File: src/rtl/serial_bit_deser.sv
// Serial-to-parallel receiver: assembles a 1-bit stream into WIDTH-bit words in natural order.
// Optional SERIAL_BIT_DESER_PARITY_EN appends an even-parity bit per word and adds parity_err.
module serial_bit_deser #(
    parameter int unsigned WIDTH = 8
) (
    input  logic                         clk,
    input  logic                         rst,
    input  logic                         clr,
    input  logic                         sin_valid,
    input  logic                         sin_bit,
    input  logic                         lsb_first,
    output logic [WIDTH-1:0]             dout,
    output logic                         dout_valid,
    input  logic                         dout_ready,
    output logic                         overrun,
`ifdef SERIAL_BIT_DESER_PARITY_EN
    output logic                         parity_err,
`endif
    output logic [$clog2(WIDTH+1)-1:0]   bit_cnt
);

    localparam int unsigned CW = $clog2(WIDTH + 1);
`ifdef SERIAL_BIT_DESER_PARITY_EN
    localparam int unsigned LAST = WIDTH;
`else
    localparam int unsigned LAST = WIDTH - 1;
`endif

    logic [WIDTH-1:0] sreg;
    logic [WIDTH-1:0] word_c;
    logic [CW-1:0]    idx_c;
    logic             order_q;
    logic             eff_lsb_c;
    logic             done_c;
    logic             load_c;
    logic             drop_c;

    // Place the incoming bit directly at its natural-order position; the
    // parity bit maps to an out-of-range index and leaves the word untouched.
    always_comb begin
        eff_lsb_c = (bit_cnt == '0) ? lsb_first : order_q;
        idx_c     = eff_lsb_c ? bit_cnt : (CW'(WIDTH - 1) - bit_cnt);
        word_c    = sreg;
        for (int i = 0; i < int'(WIDTH); i++) begin
            if (sin_valid && (idx_c == CW'(i))) begin
                word_c[i] = sin_bit;
            end
        end
        done_c = sin_valid && (bit_cnt == CW'(LAST));
        load_c = done_c && (!dout_valid || dout_ready);
        drop_c = done_c && dout_valid && !dout_ready;
    end

    always_ff @(posedge clk or posedge rst) begin
        if (rst) begin
            sreg       <= '0;
            order_q    <= 1'b0;
            bit_cnt    <= '0;
            dout       <= '0;
            dout_valid <= 1'b0;
            overrun    <= 1'b0;
`ifdef SERIAL_BIT_DESER_PARITY_EN
            parity_err <= 1'b0;
`endif
        end else if (clr) begin
            bit_cnt    <= '0;
            dout_valid <= 1'b0;
            overrun    <= 1'b0;
        end else begin
            if (sin_valid) begin
                sreg    <= word_c;
                bit_cnt <= done_c ? '0 : (bit_cnt + CW'(1));
                if (bit_cnt == '0) begin
                    order_q <= lsb_first;
                end
            end
            if (load_c) begin
                dout       <= word_c;
                dout_valid <= 1'b1;
`ifdef SERIAL_BIT_DESER_PARITY_EN
                parity_err <= (^sreg) ^ sin_bit;
`endif
            end else if (dout_valid && dout_ready) begin
                dout_valid <= 1'b0;
            end
            if (drop_c) begin
                overrun <= 1'b1;
            end
        end
    end

endmodule
File: config.mk
export PLATFORM = sky130hd
export DESIGN_NAME = serial_bit_deser
export DESIGN_NICKNAME = d
export VERILOG_FILES = /design/src/rtl/serial_bit_deser.sv
export SDC_FILE = /design/constraint.sdc
export NUM_CORES = 1
export LEC_CHECK = 0
export BUFFER_PORTS_ARGS = -buffer_cell sky130_fd_sc_hd__buf_2
export CORE_MARGIN = 4
export CORE_UTILIZATION = 55
export DETAILED_ROUTE_END_ITERATION = 8
export PLACE_DENSITY = 0.8
export SLEW_MARGIN = 10
export SYNTH_ARGS = -nofsm -noshare
export SYNTH_HDL_FRONTEND = slang
export SYNTH_SLANG_ARGS = --single-unit
File: constraint.sdc
create_clock -name clk -period 5.3 [get_ports clk]
set_input_delay 0.265 -clock clk [delete_from_list [all_inputs] [get_ports clk]]
set_output_delay 0.265 -clock clk [all_outputs]
set_load 0.05 [all_outputs]
==> results of run 1 <==
## layout make-up
cell class / count / share of cell area
clock buffer: 3 / 0.0154
clock inverter: 1 / 0.00514
inverter: 5 / 0.0129
multi-input combinational: 76 / 0.480
sequential: 23 / 0.394
tap: 28 / 0.0240
timing repair buffer: 20 / 0.0686
## power groups by stage
stage	clock (mW)	combinational [mW]	sequential, mW
after floorplan	0	0.0775	0.229
after global routing	0.0969	0.107	0.228
after CTS	0.0883	0.0997	0.225
after global placement	0	0.0953	0.226
after detailed placement	0	0.0993	0.229
final	0.0837	0.0976	0.225
## cell families after synthesis
| logic type | share of synthesized area |
|---|---|
| AO/OA/AOI/OAI | 0.114 |
| XOR/XNOR | 0.00654 |
| adder cells (fa/ha/maj) | 0.0187 |
| buffers and inverters | 0.0467 |
| flip-flops | 0.430 |
| multiplexers | 0.159 |
| AND/OR/NAND/NOR | 0.225 |
## metrics by stage
stage | area (um2) | hold WS (ns)
after floorplan | 1340 | 0.267
after CTS | 1460 | 0.112
after detailed placement | 1430 | 0.474
final | 1460 | 0.0899
after global routing | 1460 | 0.125
after global placement | 1430 | 0.466
## cell usage in the layout, fill, tap and decap left out, types with 2 or more instances in the layout
| master | instances |
|---|---|
| nand2b_4 | 4 |
| ha_1 | 2 |
| o221ai_2 | 2 |
| nor3_2 | 4 |
| nand3_1 | 2 |
| nor2_1 | 13 |
| mux2_4 | 6 |
| and2b_1 | 2 |
| a21oi_1 | 3 |
| nand2_1 | 6 |
| mux2_1 | 9 |
| buf_2 | 20 |
| inv_1 | 4 |
| clkbuf_4 | 3 |
| dfrtp_1 | 23 |
## sequential cells by signal, summed over array words and instances, names as in the netlist
signal,flops
dout_valid,1
dout,8
overrun,1
bit_cnt,4
sreg,8
order_q,1
## worst max path at each step
stage                               end              startpoint  slack [ns]  cells after the start
floorplan           sreg[1]$_DFFE_PP0P_  bit_cnt[1]$_DFFE_PP0P_        3.03                      7
global placement    sreg[1]$_DFFE_PP0P_  bit_cnt[0]$_DFFE_PP0P_        3.22                      7
detailed placement  sreg[1]$_DFFE_PP0P_  bit_cnt[0]$_DFFE_PP0P_        3.11                      7
CTS                 sreg[1]$_DFFE_PP0P_  bit_cnt[0]$_DFFE_PP0P_        3.09                      7
global route        sreg[1]$_DFFE_PP0P_  bit_cnt[0]$_DFFE_PP0P_        2.97                      7
finish              sreg[1]$_DFFE_PP0P_  bit_cnt[0]$_DFFE_PP0P_        3.10                      7
## per-layer routing
metal	wire length (um)	GRT usage	up-vias
met2	1110	0.254	18
li1	-	-	410
met1	972	0.181	406
met4	10	0.0596	0
met3	85	0.0271	2
met5	0	0	-
## critical path, delay by kind of cell (launching register included)
kind / cells / cell delay, ns
fa+ha+maj: 1 / 0.29
compound gates: 1 / 0.28
buf+inv: 1 / 0.10
mux: 2 / 0.64
flops: 1 / 0.62
simple gates: 2 / 0.16
==> reports/metrics.yaml, run 1 <==
worstPathRequired_ns: 5.51
grt_max_degree: 24
cts-resized-gates: 0
p_seq_frac: 0.554
hold_violations: 0
crit_slowest_cell: "dfrtp_1"
cts_made_buffers: 3
period_needed_ns: 2.20
dr_total_vias: 836
dieWidth_um: 57.3
grt_pass1_vias: 858
p_switching_mw: 0.129
synth_edf_count: 0
clk_latency_ns: 0.32
antenna_found_initial: 0
nets: 138
max_slew.worst_pin.slew_ns: 0.842
cp-end-kind: "register"
power_density_mw_per_mm2: 278
pwr-share-comb: 0.240
vdd_drop_max_uv: 174
grtUsageTotal: 0.148
switching_share: 0.316
multiInputGateArea_um2: 701
finish.utilization: 0.648
cts_hold_buffers: 0
synth_top_area_share: 0.430
drt-total-wl_mm: 2.18
syn_area_mm2: 0.00134
dr.first_iter.drc_count: 12
cts_setup_buffers: 0
die_height_um: 57.3
clockBufferDepth: 2
async_reset_ff_frac: 1.00
rr_startpoint: "bit_cnt[0]$_DFFE_PP0P_"
cp-start-kind: "register"
io_pins: 21
grt_setup_unrepaired: "false"
intPower_mw: 0.278
hold_class: "input port to async pin"
ys_seq_elements: 23
status: "completed"
layout-drive-gt1-share: 0.406
initial_core_util: 0.594
synth_top_flop_cell: "dfrtp_1"
yosysWarnings: 0
synth.top_cells.by_count: "dfrtp_1, nor2_1, mux2_1, mux2_4, nand2_1"
place_congestion: 0.751
cpPeakStageDelay_ns: 0.62
antennaDiodeCount: 0
post_drt_via_cell_ratio: 5.36
synth-seq-area-share: 0.430
yosysMostFrequentCell: "dfrtp_1"
slew_violations: 0
htreeDepth: 1
grt_pass1_wl_mm: 3.82
synth_top_area_cell: "dfrtp_1"
ant_nets: 0
criticalPathCategory: "register to register"
cts.clk_slew.worst_paths_ns: 0.13
area_growth_pct: 9.07
crit_fanout: 10
dp_hpwl_mm: 1.66
drv_cap: 0
post_synth.cell_area_avg_um2: 12.3
max_freq_ghz: 0.455
grt_overflow: 0
rows: 17
tns_ns: 0
reg2reg_to: "sreg[1]$_DFFE_PP0P_"
finalCritPeriodShare: 0.415
cp_cell_sequence: "inv_1, ha_1, mux2_4, a22oi_2, nor2_1, nand2_1, mux2_1"
portBuffers: 20
timing.final.ws_setup_ns: 3.10
synth_cells: 109
fin_cells: 156
pwr-share-clk: 0.206
die_area_mm2: 0.00329
crit_arrival_ns: 2.41
dp.cells: 152
postSynthNetCount: 118
drt-pass1-iter-count: 4
finalSetupViolCount: 0
synthTopCellsByArea: "dfrtp_1, mux2_1, mux2_4"
power.total_mw: 0.406
cts.sinks: 23
nFillCells: 181
reg2reg_slack_ns: 3.10
final-seq-area_um2: 576
wire_per_inst_um: 14.0
power.leakage_nw: 0.677
max_slew_margin: 0.435
ff2ff_path_depth: 7
pre_cts_ws_ns: 3.11
core_area_mm2: 0.00225
cts_root_buffer: "clkbuf_4"
cts_tree: "built"
final.setup_skew_ns: 0.00658
synth.distinct_cells: 39
remaining_drc_errors: 0
(Power assumes the default switching activity.)
==> inputs of run 2 (changes only) <==
--- a/config.mk
+++ b/config.mk
@@ -5,11 +5,12 @@
 export SDC_FILE = /design/constraint.sdc
 export NUM_CORES = 1
 export LEC_CHECK = 0
+export ABC_AREA = 1
 export BUFFER_PORTS_ARGS = -buffer_cell sky130_fd_sc_hd__buf_2
 export CORE_MARGIN = 4
-export CORE_UTILIZATION = 55
+export CORE_UTILIZATION = 50
 export DETAILED_ROUTE_END_ITERATION = 8
-export PLACE_DENSITY = 0.8
+export PLACE_DENSITY = 0.77
 export SLEW_MARGIN = 10
 export SYNTH_ARGS = -nofsm -noshare
 export SYNTH_HDL_FRONTEND = slang
==> constraint.sdc (replaced) <==
create_clock -name clk -period 1.9 [get_ports clk]
set_input_delay 0.095 -clock clk [delete_from_list [all_inputs] [get_ports clk]]
set_output_delay 0.095 -clock clk [all_outputs]
set_load 0.05 [all_outputs]
==> run 2 against run 1 <==
Die area increased by 7.5%. First-iteration DRC count increased to 6.5 times the previous value. Global-route usage increased by 4.5 points. Synthesized cell count increased by 58%. Clock skew decreased by 0.0050 ns. Total power increased to 2.9 times the previous value. Maximum frequency increased by 27%. Area after synthesis decreased by 1.1%. Flip-flop and latch count unchanged. Critical path depth increased by 3. Highest routed layer unchanged.
==> reports/metrics.yaml, run 2 <==
status: "completed"
crit_top_cell: "nand2_1"
synth_edf_count: 0
power.total_mw: 1.19
rows: 18
wire_per_inst_um: 12.6
power.leakage_nw: 0.843
dp_hpwl_mm: 2.23
antenna_found_initial: 0
grtUsageTotal: 0.193
crit_slowest_cell: "dfrtp_2"
dr.first_iter.drc_count: 78
io_pins: 21
grt_pass1_vias: 1116
slew_violations: 0
max_slew_margin: 0.692
post_drt_via_cell_ratio: 5.16
area_growth_pct: 16.7
cp_cell_sequence: "inv_2, ha_4, nand2_4, nand2_1, nand3_2, nand2_1, nand2_1, o21bai_1, nand3_1, nand2_1"
grt_max_degree: 14
ff2ff_path_depth: 10
synth_top_area_share: 0.435
grt_overflow: 0
reg.largest.list: "dout x8, sreg x8, bit_cnt x4"
pwr-share-comb: 0.309
synth_top_area_cell: "dfrtp_1"
post_synth.cell_area_avg_um2: 7.70
holdPathEnd: "dout_valid$_DFFE_PP0P_"
reg2reg_slack_ns: 0.17
cp-end-kind: "register"
rr_startpoint: "bit_cnt[1]$_DFFE_PP0P_"
synth_top_flop_cell: "dfrtp_1"
pwr-share-clk: 0.191
criticalPathCategory: "register to register"
async_reset_ff_frac: 1.00
p_switching_mw: 0.429
initial_core_util: 0.530
timing.final.ws_setup_ns: 0.173
drt-total-wl_mm: 2.89
portBuffers: 20
power_density_mw_per_mm2: 771
p_seq_frac: 0.500
reg2reg_to: "sreg[7]$_DFFE_PP0P_"
ys_seq_elements: 23
postSynthNetCount: 181
period_needed_ns: 1.73
crit_arrival_ns: 1.99
clockBufferDepth: 2
synth.top_cells.by_count: "nand2_1, nand3_1, dfrtp_1, inv_1, nor2_1"
die_area_mm2: 0.00353
min_delay_path_depth: 4
min-delay-start: "dout_ready"
pre_cts_ws_ns: 0.0621
cts_root_buffer: "clkbuf_4"
core_area_mm2: 0.00250
layout-drive-gt1-share: 0.255
synth.distinct_cells: 22
worstPathRequired_ns: 2.16
yosysMostFrequentCell: "nand2_1"
vdd_drop_max_uv: 456
clk_latency_ns: 0.31
drv_cap: 0
final_cell_mix: "nand2_1, nand3_1, dfrtp_1"
cts.sinks: 23
cts.clk_slew.worst_paths_ns: 0.12
layout_commonest_cell: "nand2_1"
synth_cells: 172
hold_violations: 0
ant_nets: 0
synth-seq-area-share: 0.435
dieWidth_um: 59.5
max_slew.worst_pin.slew_ns: 0.461
drt-pass1-iter-count: 4
synthTopCellsByArea: "dfrtp_1, nand2_1, nand3_1"
cts_tree: "built"
yosysWarnings: 0
remaining_drc_errors: 0
tns_ns: 0
intPower_mw: 0.763
dr_total_vias: 1187
nFillCells: 209
syn_area_mm2: 0.00132
htreeDepth: 1
grt_pass1_wl_mm: 5.08
final.setup_skew_ns: 0.00155
grt_setup_unrepaired: "false"
max_freq_ghz: 0.579
finalCritPeriodShare: 0.909
nets: 210
antennaDiodeCount: 0
cpPeakStageDelay_ns: 0.48
place_congestion: 0.944
crit_fanout: 5
switching_share: 0.360
cts_made_buffers: 3
cp-start-kind: "register"
finalSetupViolCount: 0
die_height_um: 59.5
hold_class: "input port to register"
run 2: cell types whose count changed after synthesis, sizes merged, moves of 4 or more:
cell and delta:
buf -4, inv +19, nor3 -5, nand3 +39, mux2 -16, nand2 +49
nand2b -6
run 2: cells by family (layout without fill, tap and decap cells):
family                     after synthesis  count (layout)  share of synthesized area
AOI/OAI and AO/OA                       11              11                     0.0520
buffers and inverters                   26              54                     0.0766
and+or+nand+nor                        109             109                      0.411
xor gates and xnor gates                 1               1                    0.00662
adders and majority gates                2               2                     0.0189
DFF                                     23              23                      0.435
run 2: routing by layer:
layer  routed length, um  part of all wire  up-vias  track usage
met2                1330              0.46       46        0.295
met1                1330              0.46      529        0.264
met3                 192             0.066        5       0.0283
met5                   0                 0        -            0
li1                    -                 -      607            -
met4                  48             0.017        0       0.0971
run 2: worst max path at each step:
stage	startpoint	endpoint	slack, ns	cells after the start
floorplan	bit_cnt[0]$_DFFE_PP0P_	dout[2]$_DFFE_PP0P_	0.11	12
global placement	bit_cnt[1]$_DFFE_PP0P_	dout[2]$_DFFE_PP0P_	0.11	9
detailed placement	bit_cnt[0]$_DFFE_PP0P_	dout[3]$_DFFE_PP0P_	0.06	11
CTS	bit_cnt[0]$_DFFE_PP0P_	sreg[7]$_DFFE_PP0P_	0.02	10
global route	bit_cnt[1]$_DFFE_PP0P_	sreg[6]$_DFFE_PP0P_	0.009	11
finish	bit_cnt[1]$_DFFE_PP0P_	sreg[7]$_DFFE_PP0P_	0.17	10
run 2: layout make-up:
type / count / area, um2 / area share
clock buffers: 3 / 22.5 / 0.0146
clock inverters: 1 / 5.00 / 0.00324
inverters: 24 / 92.6 / 0.0599
multi-input cells: 123 / 659 / 0.427
flip-flops and latches: 23 / 578 / 0.374
well taps: 30 / 37.5 / 0.0243
repair buffers: 26 / 150 / 0.0972
run 2: timing repair:
item,4_1_cts,5_1_grt
hold buffers,2,0
setup buffers,0,2
hold endpoints to repair,14,0
resized for setup,0,4
setup endpoints to repair,0,16
run 2: power groups by stage:
stage | registers (mW) | logic (mW) | clock network, mW
2_1_floorplan | 0.622 | 0.253 | 0
3_3_place_gp | 0.600 | 0.343 | 0
3_5_place_dp | 0.605 | 0.349 | 0
4_1_cts | 0.595 | 0.355 | 0.234
5_1_grt | 0.604 | 0.419 | 0.258
6_report | 0.596 | 0.369 | 0.228
run 2: metrics by stage:
stage	area, um2	hold WS [ns]	cells	utilization
after floorplan	1330	0.0968	172	-
after global placement	1470	0.110	222	0.588
after detailed placement	1470	0.128	222	0.588
after CTS	1520	0.0657	228	0.607
after global routing	1550	0.0639	230	0.618
final	1550	0.0734	230	0.618
run 2: critical path: cells and delay by family, from the launching register on:
family	cells	cell delay, ns
AO/OA/AOI/OAI	1	0.22
adder cells (fa/ha/maj)	1	0.17
buffers and inverters	1	0.12
flip-flops	1	0.48
AND/OR/NAND/NOR	7	0.68
==> inputs of run 3 (changes only) <==
--- a/config.mk
+++ b/config.mk
@@ -5,7 +5,6 @@
 export SDC_FILE = /design/constraint.sdc
 export NUM_CORES = 1
 export LEC_CHECK = 0
-export ABC_AREA = 1
 export BUFFER_PORTS_ARGS = -buffer_cell sky130_fd_sc_hd__buf_2
 export CORE_MARGIN = 4
 export CORE_UTILIZATION = 50
==> run 3 against run 2 <==
Sequential share of layout area increased by 0.18 points. Register-to-register slack got worse by 0.10 ns. Combinational power decreased by 17%. Total power decreased by 3.2%. Clock skew about the same. Critical path depth decreased by 3. Sequential power increased by 3.7%.
==> reports/metrics.yaml, run 3 (synthesis results as in run 1) <==
vdd_drop_max_uv: 519
cts_root_buffer: "clkbuf_4"
reg2reg_slack_ns: 0.07
layout_commonest_cell: "dfrtp_1"
drt-total-wl_mm: 2.31
slew_violations: 0
htreeDepth: 1
cpPeakStageDelay_ns: 0.43
cts_tree: "built"
p_switching_mw: 0.355
cts.sinks: 23
timing.hold.ws_ns: 0.0883
drt-pass1-iter-count: 2
portBuffers: 20
hold_class: "input port to register"
cp-end-kind: "register"
rr_startpoint: "bit_cnt[1]$_DFFE_PP0P_"
clk_latency_ns: 0.31
grt_pass1_wl_mm: 4.22
io_pins: 21
pwr-share-clk: 0.199
max_slew.worst_pin.slew_ns: 0.339
finalSetupViolCount: 0
remaining_drc_errors: 0
clockBufferDepth: 2
reg2reg_to: "sreg[1]$_DFFE_PP0P_"
crit_fanout: 3
min-delay-start: "dout_ready"
grtUsageTotal: 0.156
max_slew_margin: 0.774
initial_core_util: 0.531
post_drt_via_cell_ratio: 5.21
finalCritPeriodShare: 0.963
final.setup_skew_ns: 0.00121
antenna_found_initial: 0
holdPathEnd: "dout_valid$_DFFE_PP0P_"
rows: 18
max_freq_ghz: 0.547
power.leakage_nw: 0.709
power_density_mw_per_mm2: 750
ff2ff_path_depth: 7
die_area_mm2: 0.00357
cts_setup_buffers: 0
worstPathRequired_ns: 2.11
hold_violations: 0
finish.utilization: 0.610
final_cell_mix: "dfrtp_1, buf_2, nor2_1"
crit_slowest_cell: "dfrtp_2"
cts_made_buffers: 3
wire_per_inst_um: 14.0
cp_cell_sequence: "inv_2, ha_4, mux2_4, a22oi_2, nor2_1, nand2_1, mux2_1"
pwr-share-comb: 0.266
place_congestion: 0.748
grt_max_degree: 24
dieWidth_um: 59.7
layout-drive-gt1-share: 0.467
die_height_um: 59.7
reg.largest.list: "dout x8, sreg x8, bit_cnt x4"
core_area_mm2: 0.00252
nFillCells: 206
period_needed_ns: 1.83
ant_nets: 0
grt_pass1_vias: 936
cts.clk_slew.worst_paths_ns: 0.12
area_growth_pct: 14.9
dr_total_vias: 859
status: "completed"
tns_ns: 0
grt_overflow: 0
multiInputGateArea_um2: 722
criticalPathCategory: "register to register"
drv_cap: 0
intPower_mw: 0.799
dp_hpwl_mm: 1.77
min_delay_path_depth: 4
p_seq_frac: 0.535
antennaDiodeCount: 0
crit_arrival_ns: 2.04
dr.first_iter.drc_count: 13
cp-start-kind: "register"
switching_share: 0.308
nets: 145
final-seq-area_um2: 578
power.total_mw: 1.15
-- run 3: changes by cell type in the layout (fill, tap and decap cells not counted), moves of 6 or more --
cell / before / now
mux2_4: 0 / 6
nand3_1: 37 / 2
nand2_1: 51 / 6
nor2_1: 6 / 13
inv_1: 19 / 3
mux2_1: 0 / 9
-- run 3: worst max-delay path by stage --
stage	from	slack, ns	to
finish	bit_cnt[1]$_DFFE_PP0P_	0.07	sreg[1]$_DFFE_PP0P_
global route	bit_cnt[0]$_DFFE_PP0P_	-0.02	sreg[3]$_DFFE_PP0P_
CTS	bit_cnt[0]$_DFFE_PP0P_	0.02	sreg[3]$_DFFE_PP0P_
detailed placement	bit_cnt[0]$_DFFE_PP0P_	0.06	sreg[3]$_DFFE_PP0P_
global placement	bit_cnt[1]$_DFFE_PP0P_	0.14	sreg[3]$_DFFE_PP0P_
floorplan	bit_cnt[0]$_DFFE_PP0P_	-0.13	sreg[1]$_DFFE_PP0P_
-- run 3: metrics by stage --
| step | setup WS (ns) | instance area [um2] | cells |
|---|---|---|---|
| 2_1_floorplan | -0.127 | 1350 | 109 |
| 3_3_place_gp | 0.137 | 1490 | 160 |
| 3_5_place_dp | 0.0552 | 1490 | 160 |
| 4_1_cts | 0.0190 | 1530 | 165 |
| 5_1_grt | -0.0234 | 1540 | 165 |
| 6_report | 0.0709 | 1540 | 165 |
-- run 3: layout make-up --
class,instances,share of cell area
Timing Repair Buffer,27,0.101
Multi-Input combinational cell,76,0.469
Sequential cell,23,0.376
Tap cell,30,0.0244
Clock buffer,4,0.0171
Inverter,5,0.0122
-- run 3: power groups by stage --
stage | clock network (mW) | logic, mW | registers (mW)
6_report | 0.229 | 0.307 | 0.618
5_1_grt | 0.259 | 0.340 | 0.629
4_1_cts | 0.237 | 0.306 | 0.618
3_5_place_dp | 0 | 0.305 | 0.629
3_3_place_gp | 0 | 0.295 | 0.623
2_1_floorplan | 0 | 0.223 | 0.639
-- run 3: repair_timing --
item	4_1_cts	5_1_grt
setup endpoints to repair	0	3
hold endpoints to repair	23	0
gates resized for setup	0	2
hold buffers	1	0
-- run 3: critical path, delay by kind of cell, from the launching register on --
family | cells | cell delay (ns)
DFF | 1 | 0.43
AOI/OAI and AO/OA | 1 | 0.25
and+or+nand+nor | 2 | 0.14
adders and majority gates | 1 | 0.18
buffers and inverters | 1 | 0.10
muxes | 2 | 0.63
-- run 3: layer usage --
metal / wire length, um / vias to the layer above / global-route usage
li1: - / 431 / -
met1: 1020 / 406 / 0.197
met2: 1160 / 20 / 0.261
met3: 106 / 2 / 0.0302
met4: 29 / 0 / 0.0633
met5: 0 / - / 0
